<file path="src/rtl/paridade_pkg.sv">
// -----------------------------------------------------------------------------
// paridade_pkg
// Shared definitions for the 4-bit even/odd parity serial link.
//   estado_t       : receiver FSM state encoding (OCIOSO..PARADA)
//   N_DADOS        : number of data bits per frame
//   calc_paridade  : parity bit for a nibble. It is also used by the
//                    transmitter, so both ends agree on the rule.
// -----------------------------------------------------------------------------
package paridade_pkg;

  typedef enum logic [2:0] {
    OCIOSO   = 3'd0,
    INICIO   = 3'd1,
    DADOS    = 3'd2,
    PARIDADE = 3'd3,
    PARADA   = 3'd4
  } estado_t;

  localparam int N_DADOS = 4;

  // impar = 0 gives even parity (p = a3^a2^a1^a0). impar = 1 inverts it.
  function automatic logic calc_paridade(input logic [N_DADOS-1:0] nibble,
                                         input logic               impar);
    return (^nibble) ^ impar;
  endfunction

endpackage

</file>
<file path="src/rtl/sincronizador_2ff.sv">
// -----------------------------------------------------------------------------
// sincronizador_2ff
// Two-flop synchronizer for a single asynchronous input. Both flops reset to
// 1 so that an idle-high serial line does not look like a start bit right
// after reset.
//   clk    in  system clock
//   rst_n  in  asynchronous active-low reset
//   d_in   in  asynchronous input
//   d_out  out synchronized input (second flop)
// -----------------------------------------------------------------------------
module sincronizador_2ff (
  input  logic clk,
  input  logic rst_n,
  input  logic d_in,
  output logic d_out
);

  logic meta_q, meta_d;
  logic sinc_q, sinc_d;

  always_comb begin
    meta_d = d_in;
    sinc_d = meta_q;
  end

  always_ff @(posedge clk or negedge rst_n) begin
    if (!rst_n) begin
      meta_q <= 1'b1;
      sinc_q <= 1'b1;
    end else begin
      meta_q <= meta_d;
      sinc_q <= sinc_d;
    end
  end

  assign d_out = sinc_q;

endmodule

</file>
<file path="src/rtl/receptor_paridade_serial.sv">
// -----------------------------------------------------------------------------
// receptor_paridade_serial
// UART-style receiver for the 4-bit parity link. A frame is:
//   start(0), a0, a1, a2, a3, parity, stop(1)
// Each bit lasts CLKS_POR_BIT clocks. Each bit is sampled at its middle.
// Parameters:
//   CLKS_POR_BIT    clocks per serial bit (even, >= 4)
//   PARIDADE_IMPAR  0 = even parity, 1 = odd parity
// Ports:
//   clk            in   system clock, rising edge
//   rst_n          in   asynchronous active-low reset
//   rx             in   serial line, idle high, asynchronous to clk
//   dado           out  last received nibble {a3,a2,a1,a0}
//   valido         out  one-cycle strobe when a frame completes
//   erro_paridade  out  parity mismatch for the frame flagged by valido
//   erro_quadro    out  stop bit sampled low for the frame flagged by valido
//   ocupado        out  FSM is outside OCIOSO
// Handshake: valido is a one-cycle strobe with no backpressure.
// dado, erro_paridade and erro_quadro are valid in the cycle valido is high.
// They hold their values until the next frame completes.
// -----------------------------------------------------------------------------
module receptor_paridade_serial
  import paridade_pkg::*;
#(
  parameter int CLKS_POR_BIT   = 16,
  parameter int PARIDADE_IMPAR = 0
) (
  input  logic               clk,
  input  logic               rst_n,
  input  logic               rx,
  output logic [N_DADOS-1:0] dado,
  output logic               valido,
  output logic               erro_paridade,
  output logic               erro_quadro,
  output logic               ocupado
);

  localparam int                CNT_W      = $clog2(CLKS_POR_BIT);
  localparam logic [CNT_W-1:0]  CNT_ULTIMO = CNT_W'(CLKS_POR_BIT - 1);
  // From the first low sample to the middle of the start bit.
  localparam logic [CNT_W-1:0]  CNT_MEIO   = CNT_W'(CLKS_POR_BIT / 2 - 1);
  localparam logic [1:0]        IDX_ULTIMO = 2'(N_DADOS - 1);
  localparam logic              IMPAR      = (PARIDADE_IMPAR != 0);

  // ---------------------------------------------------------------------------
  // Input synchronizer
  // ---------------------------------------------------------------------------
  logic rx_s;

  sincronizador_2ff u_sinc (
    .clk   (clk),
    .rst_n (rst_n),
    .d_in  (rx),
    .d_out (rx_s)
  );

  // ---------------------------------------------------------------------------
  // State and datapath registers
  // ---------------------------------------------------------------------------
  estado_t              estado_q, estado_d;
  logic [CNT_W-1:0]     cnt_clk_q, cnt_clk_d;
  logic [1:0]           idx_bit_q, idx_bit_d;
  logic [N_DADOS-1:0]   shift_q, shift_d;
  logic                 p_rx_q, p_rx_d;
  logic                 esperado_q, esperado_d;
  logic [N_DADOS-1:0]   dado_q, dado_d;
  logic                 valido_q, valido_d;
  logic                 erro_paridade_q, erro_paridade_d;
  logic                 erro_quadro_q, erro_quadro_d;
  logic                 ocupado_q, ocupado_d;

  // Helpers for the one-bit-period counter used by DADOS/PARIDADE/PARADA.
  logic                 fim_bit;
  logic [CNT_W-1:0]     cnt_prox;

  always_comb begin
    estado_d        = estado_q;
    cnt_clk_d       = cnt_clk_q;
    idx_bit_d       = idx_bit_q;
    shift_d         = shift_q;
    p_rx_d          = p_rx_q;
    esperado_d      = esperado_q;
    dado_d          = dado_q;
    valido_d        = 1'b0;
    erro_paridade_d = erro_paridade_q;
    erro_quadro_d   = erro_quadro_q;

    fim_bit  = (cnt_clk_q == CNT_ULTIMO);
    cnt_prox = fim_bit ? '0 : cnt_clk_q + 1'b1;

    case (estado_q)
      OCIOSO: begin
        cnt_clk_d = '0;
        if (!rx_s) begin
          estado_d = INICIO;
        end
      end

      INICIO: begin
        if (cnt_clk_q == CNT_MEIO) begin
          cnt_clk_d = '0;
          // A line that is high again at mid start bit was a glitch.
          if (rx_s) begin
            estado_d = OCIOSO;
          end else begin
            estado_d  = DADOS;
            idx_bit_d = '0;
          end
        end else begin
          cnt_clk_d = cnt_clk_q + 1'b1;
        end
      end

      DADOS: begin
        cnt_clk_d = cnt_prox;
        if (fim_bit) begin
          shift_d[idx_bit_q] = rx_s;
          if (idx_bit_q == IDX_ULTIMO) begin
            estado_d = PARIDADE;
          end else begin
            idx_bit_d = idx_bit_q + 2'd1;
          end
        end
      end

      PARIDADE: begin
        cnt_clk_d = cnt_prox;
        if (fim_bit) begin
          p_rx_d     = rx_s;
          esperado_d = calc_paridade(shift_q, IMPAR);
          estado_d   = PARADA;
        end
      end

      PARADA: begin
        cnt_clk_d = cnt_prox;
        if (fim_bit) begin
          // Bad frames still deliver their data. The flags say what was wrong.
          dado_d          = shift_q;
          erro_paridade_d = (p_rx_q != esperado_q);
          erro_quadro_d   = ~rx_s;
          valido_d        = 1'b1;
          estado_d        = OCIOSO;
        end
      end

      default: begin
        estado_d  = OCIOSO;
        cnt_clk_d = '0;
      end
    endcase

    ocupado_d = (estado_d != OCIOSO);
  end

  always_ff @(posedge clk or negedge rst_n) begin
    if (!rst_n) begin
      estado_q        <= OCIOSO;
      cnt_clk_q       <= '0;
      idx_bit_q       <= '0;
      shift_q         <= '0;
      p_rx_q          <= 1'b0;
      esperado_q      <= 1'b0;
      dado_q          <= '0;
      valido_q        <= 1'b0;
      erro_paridade_q <= 1'b0;
      erro_quadro_q   <= 1'b0;
      ocupado_q       <= 1'b0;
    end else begin
      estado_q        <= estado_d;
      cnt_clk_q       <= cnt_clk_d;
      idx_bit_q       <= idx_bit_d;
      shift_q         <= shift_d;
      p_rx_q          <= p_rx_d;
      esperado_q      <= esperado_d;
      dado_q          <= dado_d;
      valido_q        <= valido_d;
      erro_paridade_q <= erro_paridade_d;
      erro_quadro_q   <= erro_quadro_d;
      ocupado_q       <= ocupado_d;
    end
  end

  assign dado          = dado_q;
  assign valido        = valido_q;
  assign erro_paridade = erro_paridade_q;
  assign erro_quadro   = erro_quadro_q;
  assign ocupado       = ocupado_q;

endmodule

</file>
<file path="config.mk">
export PLATFORM = sky130hd
export DESIGN_NAME = receptor_paridade_serial
export DESIGN_NICKNAME = d
export VERILOG_FILES = /design/src/rtl/paridade_pkg.sv /design/src/rtl/sincronizador_2ff.sv /design/src/rtl/receptor_paridade_serial.sv
export SDC_FILE = /design/constraint.sdc
export NUM_CORES = 1
export LEC_CHECK = 0
export CORE_MARGIN = 2
export CORE_UTILIZATION = 55
export DETAILED_ROUTE_END_ITERATION = 8
export GPL_ROUTABILITY_DRIVEN = 0
export GPL_TIMING_DRIVEN = 0
export PLACE_DENSITY = 0.8
export SYNTH_ARGS = -nofsm -noshare
export SYNTH_HDL_FRONTEND = slang
export SYNTH_SLANG_ARGS = --single-unit
export TNS_END_PERCENT = 100
</file>
<file path="constraint.sdc">
create_clock -name clk -period 3.94 [get_ports clk]
set_input_delay 1.182 -clock clk [delete_from_list [all_inputs] [get_ports clk]]
set_output_delay 1.182 -clock clk [all_outputs]
set_load 0.02 [all_outputs]
</file>
Yosys cells after proc, flatten, opt, wreduce, memory -nomap -nowiden
Cells that the tools add are included.
{ "op_classes": {"addsub": 2, "order_cmp": 2, "n_eq_ne": 12, "n_mux": 21, "bitwise": 1, "n_reduce_logical": 10} }
{ "op_table": {"columns": ["operator", "count"], "rows": [
  ["$mux 3", 6],
  ["$pmux 3 s5", 1],
  ["$mux 2", 5],
  ["$mux 4", 2],
  ["$ne 2x2->1 const B", 4],
  ["$pmux 4 s2", 1],
  ["$eq 3x2->1 const B", 2],
  ["$reduce_and 2->1", 3],
  ["$reduce_and 5->1", 1],
  ["$add 4x1->4 const B", 1],
  ["$bwmux 4", 1],
  ["$eq 4x3->1 const B", 1],
  ["$eq 4x4->1 const B", 1],
  ["$pmux 2 s2", 1],
  ["$reduce_xor 4->1", 1],
  ["$eq 3x1->1 const B", 1],
  ["$eq 3x3->1 const B", 1],
  ["$logic_not 3->1", 1],
  ["$lt 2x3->1 const B", 1],
  ["$mux 1", 3],
  ["$reduce_bool 3->1", 1],
  ["$reduce_or 3->1", 1],
  ["$add 2x1->2 const B", 1],
  ["$demux 1 s2", 1],
  ["other kinds (6)", 6]
]} }
{ "totals": {"regBits": 25, "in_bits": 3, "out_inout_bits": 8, "word_cells": 61} }

Depth between registers and ports, before layout
Gate-level depths: netlist of the first run.
{ "logic_depth": {"word_depth": 5, "depth_mapped": 5, "ltp_nobuf": 4} }

By module
From an unflattened synthesis of the first run, not the netlist that was laid out.
{ "unflattened": {"cells_unflattened": 100, "area_unflattened_um2": 1218.7} }
{ "by_module_without_submodules": {"columns": ["module", "n_inst", "cells_per_inst", "area_per_inst_um2", "seq_area_each_um2"], "rows": [
  ["receptor_paridade_serial", 1, 98, 1166.1, 575.6],
  ["sincronizador_2ff", 1, 2, 52.6, 52.6]
]} }

Worst setup path after synthesis of the first run
No wires, ideal clock.
{ "synth_path": {"path_type": "register -> output", "from": "register erro_quadro_q, in the netlist erro_quadro", "to": "output erro_quadro", "t_arrival_ps": 425, "required_ps": 2758, "path_slack_ps": 2333, "stages_incl_launch_ff": 1, "n_path_buf": 0, "path_cell_list": "dfrtp_1"} }
{ "synth_rtl": {"columns": ["element", "line", "source"], "rows": [
  ["start: declaration", "receptor_paridade_serial.sv:69", "logic erro_quadro_q, erro_quadro_d;"],
  ["start signal: assignment", "receptor_paridade_serial.sv:179", "erro_quadro_q <= erro_quadro_d;"],
  ["end: declaration", "receptor_paridade_serial.sv:34", "output logic erro_quadro,"]
]} }
No word-level cell between the ends.

Worst setup path in the final report of the first run
{ "layout_path": {"from": "register erro_paridade_q, in the netlist erro_paridade", "to": "output erro_paridade"} }
{ "layout_rtl": {"columns": ["element", "line", "source"], "rows": [
  ["start: declaration", "receptor_paridade_serial.sv:68", "logic erro_paridade_q, erro_paridade_d;"],
  ["start signal: assignment", "receptor_paridade_serial.sv:178", "erro_paridade_q <= erro_paridade_d;"],
  ["end: declaration", "receptor_paridade_serial.sv:33", "output logic erro_paridade,"]
]} }
No word-level cell between the ends.

==> results of run 1 <==
[kinds of logic (layout without fill, tap and decap cells)]
logic type | Yosys count | after routing | share of synthesized area
xor+xnor | 6 | 6 | 0.04385
fa+ha+maj | 5 | 5 | 0.05219
simple gates | 25 | 25 | 0.1545
mux | 13 | 13 | 0.1242
buf+inv | 8 | 22 | 0.03027
compound gates | 14 | 14 | 0.07099
flops | 25 | 25 | 0.5240
[cells in the mapped netlist]
cell,number
nand3_2,1
mux2_2,6
nand2_1,2
and2_1,1
nor2b_1,2
dfrtp_1,23
nand3b_2,1
nor3b_4,2
xor2_1,3
nor4_1,1
a21o_1,1
xnor2_1,3
and3_1,1
and4bb_2,1
nand3b_1,2
inv_1,5
buf_2,1
buf_4,1
nand3_1,6
ha_1,5
mux2_1,5
a21boi_0,1
a221oi_1,2
and3b_1,1
mux2_4,1
dfstp_2,2
nand2_2,1
nor2_1,2
clkbuf_2,1
nor3b_1,1
o21ai_0,2
mux2i_1,1
a21oi_1,7
o21a_1,1
[power by group through the flow]
stage / Sequential [mW] / Clock [mW] / Combinational (mW)
3_5_place_dp: 0.322 / 0 / 0.158
4_1_cts: 0.317 / 0.120 / 0.159
3_3_place_gp: 0.320 / 0 / 0.152
5_1_grt: 0.324 / 0.135 / 0.179
2_1_floorplan: 0.321 / 0 / 0.118
6_report: 0.317 / 0.116 / 0.158
[registers in the layout (all words and copies together) (netlist names), 2 cells and up]
register and cells:
idx_bit_q 2, estado_q 3, dado 4, cnt_clk_q 4, shift_q 4
[final cells by class]
type / count / area, um^2 / share of cell area
well taps: 27 / 33.78 / 0.02479
clock buffers: 3 / 22.52 / 0.01653
inverters: 5 / 18.77 / 0.01377
multi-input cells: 63 / 534.3 / 0.3921
flip-flops and latches: 25 / 628.1 / 0.4610
plain buffers: 3 / 17.52 / 0.01286
clock inverters: 1 / 7.507 / 0.005510
repair buffers: 10 / 100.1 / 0.07346
[through the flow]
stage | worst slack (ns) | utilization | total power, mW
after floorplan | 2.333 | - | 0.4393
after global placement | 1.458 | 0.6656 | 0.4719
after detailed placement | 1.449 | 0.6656 | 0.4808
after CTS | 1.453 | 0.6806 | 0.5962
after global routing | 1.395 | 0.6806 | 0.6378
final | 1.468 | 0.6806 | 0.5913
[worst paths after layout]
kind                               start            end  cells after the start
hold reg to reg            u_sinc.meta_q   u_sinc.d_out                      0
setup / recovery           erro_paridade  erro_paridade                      1
min in group asynchronous          rst_n         valido                      1
max in group asynchronous          rst_n     shift_q[1]                      1
hold / removal             u_sinc.meta_q   u_sinc.d_out                      0
setup reg to reg            cnt_clk_q[0]         p_rx_q                      5
[routing by layer]
layer / GRT usage / routed length, um / vias up
met5: 0 / 0 / -
met4: 0.08108 / 21 / 0
met3: 0.03571 / 55 / 2
met2: 0.2851 / 853 / 13
met1: 0.2261 / 831 / 366
li1: - / - / 363
==> flow_summary.ini, run 1 <==
[power_and_ir_drop]
p_leak_nw = 0.6564
peakVddDrop_mv = 0.3313
p_seq_frac = 0.537
netSwitchingPower_mw = 0.1914
power.density_mw_per_mm2 = 434.0
p_clk_frac = 0.196
switching_share = 0.3237
p_int_mw = 0.3999
p_comb_frac = 0.268

[clocking]
cts_setup_buffers = 0
cts-buffers-inserted = 3
cts_tree = built
htreeDepth = 1
root_buffer = clkbuf_4
clk_latency_ns = 0.32
clkTransAtPathRegs_ns = 0.13
hold_buffers = 0
cts.repair.resized = 0
cts_sinks = 25
clk_path_buf_depth = 2

[synthesis]
yosysSeqAreaShare = 0.5240
syn_nets = 104
synthTopCellsByArea = dfrtp_1 48%, mux2_2 5.6%, ha_1 5.2%
synth_top_area_share = 0.4802
yosysTopAreaCell = dfrtp_1
postSynthAreaPerCell_um2 = 12.49
synth_seq_cells = 25
syn_area_mm2 = 0.001199
syn_inst = 96
ys_warn_count = 0
synth_cell_types = 34

[routing]
drt_iter0_drc = 11
routed_wl_um = 1761
dr.pass1.iters = 4
antenna_left = 0
drt-vias-per-instance = 5.431
vias = 744
wire_per_inst_um = 12.85
drc = 0

[die]
start_util = 0.5988
dieArea_mm2 = 0.002569
coreArea_mm2 = 0.002002
die_w_um = 50.69
die_h_um = 50.69
io_pins = 11
rows = 16

[critical_path]
cp_num_buf_inv = 1
crit_required_ns = 2.76
cp_max_fo = 2
cp_cell_sequence = clkdlybuf4s50_1
cp_top_family = buffers and inverters
critical-path-slowest-cell = clkdlybuf4s50_1
arrival_ns = 1.29
r2r_setup_slack_ns = 2.31
critical_path_class = reg -> out
cpPeakStageDelay_ns = 0.60
start_kind = flip-flop
cp-end-kind = primary output

[global_route]
grt_usage = 0.1759
antenna_found_initial = 0
gr-total-overflow = 0
grt_max_degree = 26
grt_pass1_vias = 743
grt_pass1_wl_um = 3339

[layout]
drive_gt1_frac = 0.2000
num-nets-final = 119
antennaDiodeCount = 0
area_growth_syn_to_layout_pct = 13.67
final_cell_area_mm2 = 0.001363
stdcell_count = 137
mostFrequentLayoutCells = 23 x dfrtp_1, 10 x clkdlybuf4s50_1, 7 x a21oi_1
final_common_cell = dfrtp_1
fillers = 158

[sta]
whs_ns = 0.3697
rsz0062_at_grt = false
slew_headroom = 0.2968
timing.final.crit_period_ns = 2.472
finalSetupViolCount = 0
fin_skew_ns = 0.002568
tightest_slew_ns = 1.052
timing.fmax_mhz = 404.5
hold_viol_final = 0
drv_slew = 0
setup_tns_ns = 0
period_share = 0.6275

[placed_design]
portBuffers = 10
placed_area_mm2 = 0.001333
post-dp-hpwl_um = 1342
dp.cells = 133

[min_path]
hp-class = reg -> reg

[run]
cap_violations = 0

[run_status]
outcome = completed
Note: power is estimated with default switching activity, not from simulation.
==> inputs of run 2 (changes only) <==
CORE_UTILIZATION = 50   (was 55)
PLACE_DENSITY = 0.77   (was 0.8)
clock period = 2.1 ns   (was 3.94 ns; I/O delays follow)
==> run 2 against run 1 <==
Effect of this change: total power up 87%; highest routed layer unchanged; sequential power up 88%; critical path type unchanged; cell area down 0.18%; largest power group unchanged; final cell count up 0.73%; setup slack lost 1.3 ns; die area is 9.2% higher.
==> flow_summary.ini, run 2 (synthesis results as in run 1) <==
[layout]
stdcell_count = 138
final_util = 0.6090
antennaDiodeCount = 0
area_growth_syn_to_layout_pct = 13.47
num-nets-final = 119
mostFrequentLayoutCells = 23 x dfrtp_1, 10 x clkdlybuf4s50_1, 7 x a21oi_1
final_common_cell = dfrtp_1
drive_gt1_frac = 0.1909

[critical_path]
cp_top_family = buffers and inverters
critical_path_class = reg -> out
cp_cell_sequence = clkdlybuf4s50_1
critical-path-slowest-cell = clkdlybuf4s50_1
path_depth = 1
cp_num_buf_inv = 1
arrival_ns = 1.29
crit_required_ns = 1.47
start_kind = flip-flop
cpPeakStageDelay_ns = 0.61
endpoint = dado[0]
r2r_cells = 5
startpoint = dado[0]
rr_endpoint = p_rx_q
r2r_setup_slack_ns = 0.42
reg2reg_from = cnt_clk_q[0]
cp-end-kind = primary output
cp_max_fo = 2

[sta]
rsz0062_at_grt = false
period_share = 0.9146
setup_tns_ns = 0
drv_slew = 0
whs_ns = 0.3665
timing.fmax_mhz = 520.7
fin_skew_ns = 0.008429
timing.final.crit_period_ns = 1.921
finalSetupViolCount = 0
slew_headroom = 0.2844
hold_viol_final = 0
tightest_slew_ns = 1.070

[die]
dieArea_mm2 = 0.002805
die_h_um = 52.96
io_pins = 11
rows = 17
start_util = 0.5367
die_w_um = 52.96
coreArea_mm2 = 0.002233

[clocking]
cts_tree = built
cts.repair.resized = 0
htreeDepth = 1
hold_buffers = 0
clkTransAtPathRegs_ns = 0.13
cts_sinks = 25
cts-buffers-inserted = 3
clk_latency_ns = 0.31
cts_setup_buffers = 0
clk_path_buf_depth = 2
root_buffer = clkbuf_4

[run]
cap_violations = 0

[routing]
drc = 0
routed_wl_um = 1993
wire_per_inst_um = 14.44
drt-vias-per-instance = 5.391
drt_iter0_drc = 7
dr.pass1.iters = 4
vias = 744
antenna_left = 0

[global_route]
grt_max_degree = 26
grt_pass1_vias = 793
grt_usage = 0.1635
gr-total-overflow = 0
grt_pass1_wl_um = 3339
antenna_found_initial = 0

[min_path]
hp-class = reg -> reg

[power_and_ir_drop]
p_leak_nw = 0.6575
power.density_mw_per_mm2 = 814.4
peakVddDrop_mv = 0.5329

[placed_design]
portBuffers = 10
dp.cells = 134
post-dp-hpwl_um = 1479

[run_status]
outcome = completed
## run 2: worst min path at each step
stage | from | depth (start not counted) | end | slack [ns]
6_report | u_sinc.meta_q | 0 | u_sinc.d_out | 0.37
5_1_grt | u_sinc.meta_q | 0 | u_sinc.d_out | 0.37
4_1_cts | u_sinc.meta_q | 0 | u_sinc.d_out | 0.37
3_5_place_dp | u_sinc.meta_q | 0 | u_sinc.d_out | 0.35
3_3_place_gp | u_sinc.meta_q | 0 | u_sinc.d_out | 0.35
2_1_floorplan | rst_n | 0 | cnt_clk_q[0] | 0.33
## run 2: per-layer routing
layer | share of wire | global-route usage | routed length, um
met3 | 0.036 | 0.02542 | 71
met2 | 0.50 | 0.2875 | 997
met1 | 0.46 | 0.1949 | 909
met5 | 0 | 0 | 0
met4 | 0.0070 | 0.07265 | 14
## run 2: final cells by class
cell class | instances | area (um^2)
fill | 188 | 873.3
sequential | 25 | 628.1
multi-input combinational | 63 | 534.3
timing repair buffer | 10 | 100.1
tap | 28 | 35.03
clock buffer | 4 | 26.28
inverter | 5 | 18.77
buffer | 3 | 17.52
## run 2: per-stage QoR
stage	setup slack [ns]	power [mW]	cell area (um^2)
detailed placement	0.1061	0.9076	1334
global placement	0.1555	0.8883	1334
floorplan	0.5970	0.8243	1199
CTS	0.1700	1.116	1360
finish	0.1794	1.108	1360
global route	0.1238	1.177	1360
## run 2: power breakdown
part / switching, mW / internal (mW) / total, mW
clock network: 0.135 / 0.0740 / 0.209
logic: 0.167 / 0.135 / 0.302
registers: 0.0550 / 0.542 / 0.597
==> inputs of run 3 (changes only) <==
ABC_AREA = 1   (was default)
==> run 3 against run 2 <==
Effect of this change: total power is 5.8% lower; global-route usage is 1.5 points higher; clock-buffer cell count stayed put; critical path type unchanged.
==> flow_summary.ini, run 3 <==
[global_route]
top_usage_layer = met2
grt_pass1_wl_um = 3629
grt_usage = 0.1786
gr-total-overflow = 0
grt_pass1_vias = 929
met1_usage = 0.1826
antenna_found_initial = 0
grt_max_degree = 26
met2_usage = 0.3436
grt_util_met3 = 0.03107

[clocking]
cts_tree = built
htreeDepth = 1
clk_path_buf_depth = 2
clk_latency_ns = 0.30
cts_setup_buffers = 0
clkTransAtPathRegs_ns = 0.12
cts-buffers-inserted = 3
cts.repair.resized = 0
root_buffer = clkbuf_4
cts_sinks = 25
hold_buffers = 0

[sta]
tightest_slew_ns = 1.069
drv_slew = 0
rsz0062_at_grt = false
timing.final.ws_setup_ns = 0.1933
timing.final.crit_period_ns = 1.907
timing.fmax_mhz = 524.5
setup_tns_ns = 0
hold_viol_final = 0
slew_headroom = 0.2853
finalSetupViolCount = 0
period_share = 0.9080
fin_skew_ns = 0.004999

[synthesis]
syn_inst = 135
yosysTopAreaCell = dfrtp_1
synth_edf_count = 0
synth_seq_cells = 25
syn_area_mm2 = 0.001214
synth_top_area_share = 0.4742
post-synth-top-count-cell = nand2_1
postSynthAreaPerCell_um2 = 8.990
yosysSeqAreaShare = 0.5175
async_reset_ff_frac = 1.000
synth_cell_types = 23
ys_warn_count = 0
synthTopCellsByArea = dfrtp_1 47%, nand2_1 12%, ha_1 5.2%
ys.flop_type = dfrtp_1
yosys-top-cells-count = 38 x nand2_1, 23 x dfrtp_1, 15 x inv_1
syn_nets = 143

[layout]
antennaDiodeCount = 0
final_cell_area_mm2 = 0.001375
mostFrequentLayoutCells = 38 x nand2_1, 23 x dfrtp_1, 15 x inv_1
area_growth_syn_to_layout_pct = 13.30
drive_gt1_frac = 0.1141
stdcell_count = 177
final_common_cell = nand2_1
num-nets-final = 158

[placed_design]
post-dp-hpwl_um = 1613
placed_area_mm2 = 0.001349
dp_worst_setup_slack_ns = 0.1417
dp.cells = 173
portBuffers = 10

[critical_path]
rr_endpoint = ocupado
start_kind = flip-flop
cpPeakStageDelay_ns = 0.61
arrival_ns = 1.28
cp_max_fo = 2
endpoint = dado[2]
cp_num_buf_inv = 1
cp-end-kind = primary output
cp_top_family = buffers and inverters
crit_required_ns = 1.47
cp_cell_sequence = clkdlybuf4s50_1
reg2reg_from = cnt_clk_q[0]
critical-path-slowest-cell = clkdlybuf4s50_1
r2r_cells = 8
r2r_setup_slack_ns = 0.63
critical_path_class = reg -> out
path_depth = 1
startpoint = dado[2]

[min_path]
whs_path_depth = 0
hp-class = reg -> reg

[routing]
drt_iter0_drc = 10
dr.pass1.iters = 4
drt-vias-per-instance = 5.051
antenna_left = 0
routed_wl_um = 2023
drc = 0
wire_per_inst_um = 11.43
vias = 894

[power_and_ir_drop]
p_leak_nw = 0.7163
power.density_mw_per_mm2 = 758.6
peakVddDrop_mv = 0.5364

[die]
dieArea_mm2 = 0.002837
io_pins = 11
die_h_um = 53.27
rows = 17
die_w_um = 53.27
coreArea_mm2 = 0.002255
start_util = 0.5383

[run]
cap_violations = 0

[run_status]
outcome = completed
==> run 3: changes by cell type after synthesis, sizes merged, moves of 3 or more <==
cell	previous run	this run
nand2	3	41
mux2	12	0
nor2	2	13
inv	5	15
o21ai	2	11
nor3b	3	0
==> run 3: report_power, final <==
group | switching [mW] | internal (mW)
Clock | 0.132 | 0.0740
Combinational | 0.149 | 0.0948
Sequential | 0.0547 | 0.539
==> run 3: logic make-up after synthesis <==
| family | count (synthesis) | synth area share |
|---|---|---|
| DFF | 25 | 0.5175 |
| AOI/OAI and AO/OA | 17 | 0.08145 |
| and+or+nand+nor | 65 | 0.2464 |
| xor gates and xnor gates | 6 | 0.04330 |
| adders and majority gates | 5 | 0.05155 |
| buffers and inverters | 17 | 0.05979 |
==> run 3: worst min path at each step <==
stage | slack, ns | endpoint | from
4_1_cts | 0.37 | u_sinc.d_out | u_sinc.meta_q
3_5_place_dp | 0.35 | u_sinc.d_out | u_sinc.meta_q
6_report | 0.37 | u_sinc.d_out | u_sinc.meta_q
3_3_place_gp | 0.35 | u_sinc.d_out | u_sinc.meta_q
5_1_grt | 0.37 | u_sinc.d_out | u_sinc.meta_q
2_1_floorplan | 0.33 | cnt_clk_q[0] | rst_n
==> run 3: layer usage <==
metal | vias up | part of all wire
met3 | 4 | 0.033
met5 | - | 0
li1 | 452 | -
met1 | 424 | 0.41
met4 | 0 | 0.012
met2 | 14 | 0.54
==> run 3: through the flow <==
stage / power [mW] / hold WS [ns] / utilization
floorplan: 0.7731 / 0.3344 / -
global placement: 0.8354 / 0.3467 / 0.5982
detailed placement: 0.8520 / 0.3513 / 0.5982
CTS: 1.058 / 0.3696 / 0.6099
global route: 1.123 / 0.3721 / 0.6099
finish: 1.043 / 0.3678 / 0.6099
==> run 3: final cells by class <==
| type | count | area [um^2] |
|---|---|---|
| buffer | 2 | 16.27 |
| clock buffer | 4 | 26.28 |
| fill | 217 | 879.6 |
| inverter | 15 | 56.30 |
| multi-input combinational | 93 | 513.0 |
| sequential | 25 | 628.1 |
| tap | 28 | 35.03 |
| timing repair buffer | 10 | 100.1 |
==> run 3: worst register-to-register path: cells and delay by family (launching register included) <==
| kind | cells | cell delay [ns] |
|---|---|---|
| and+or+nand+nor | 5 | 0.47 |
| adders and majority gates | 1 | 0.27 |
| DFF | 1 | 0.42 |
| buffers and inverters | 2 | 0.23 |
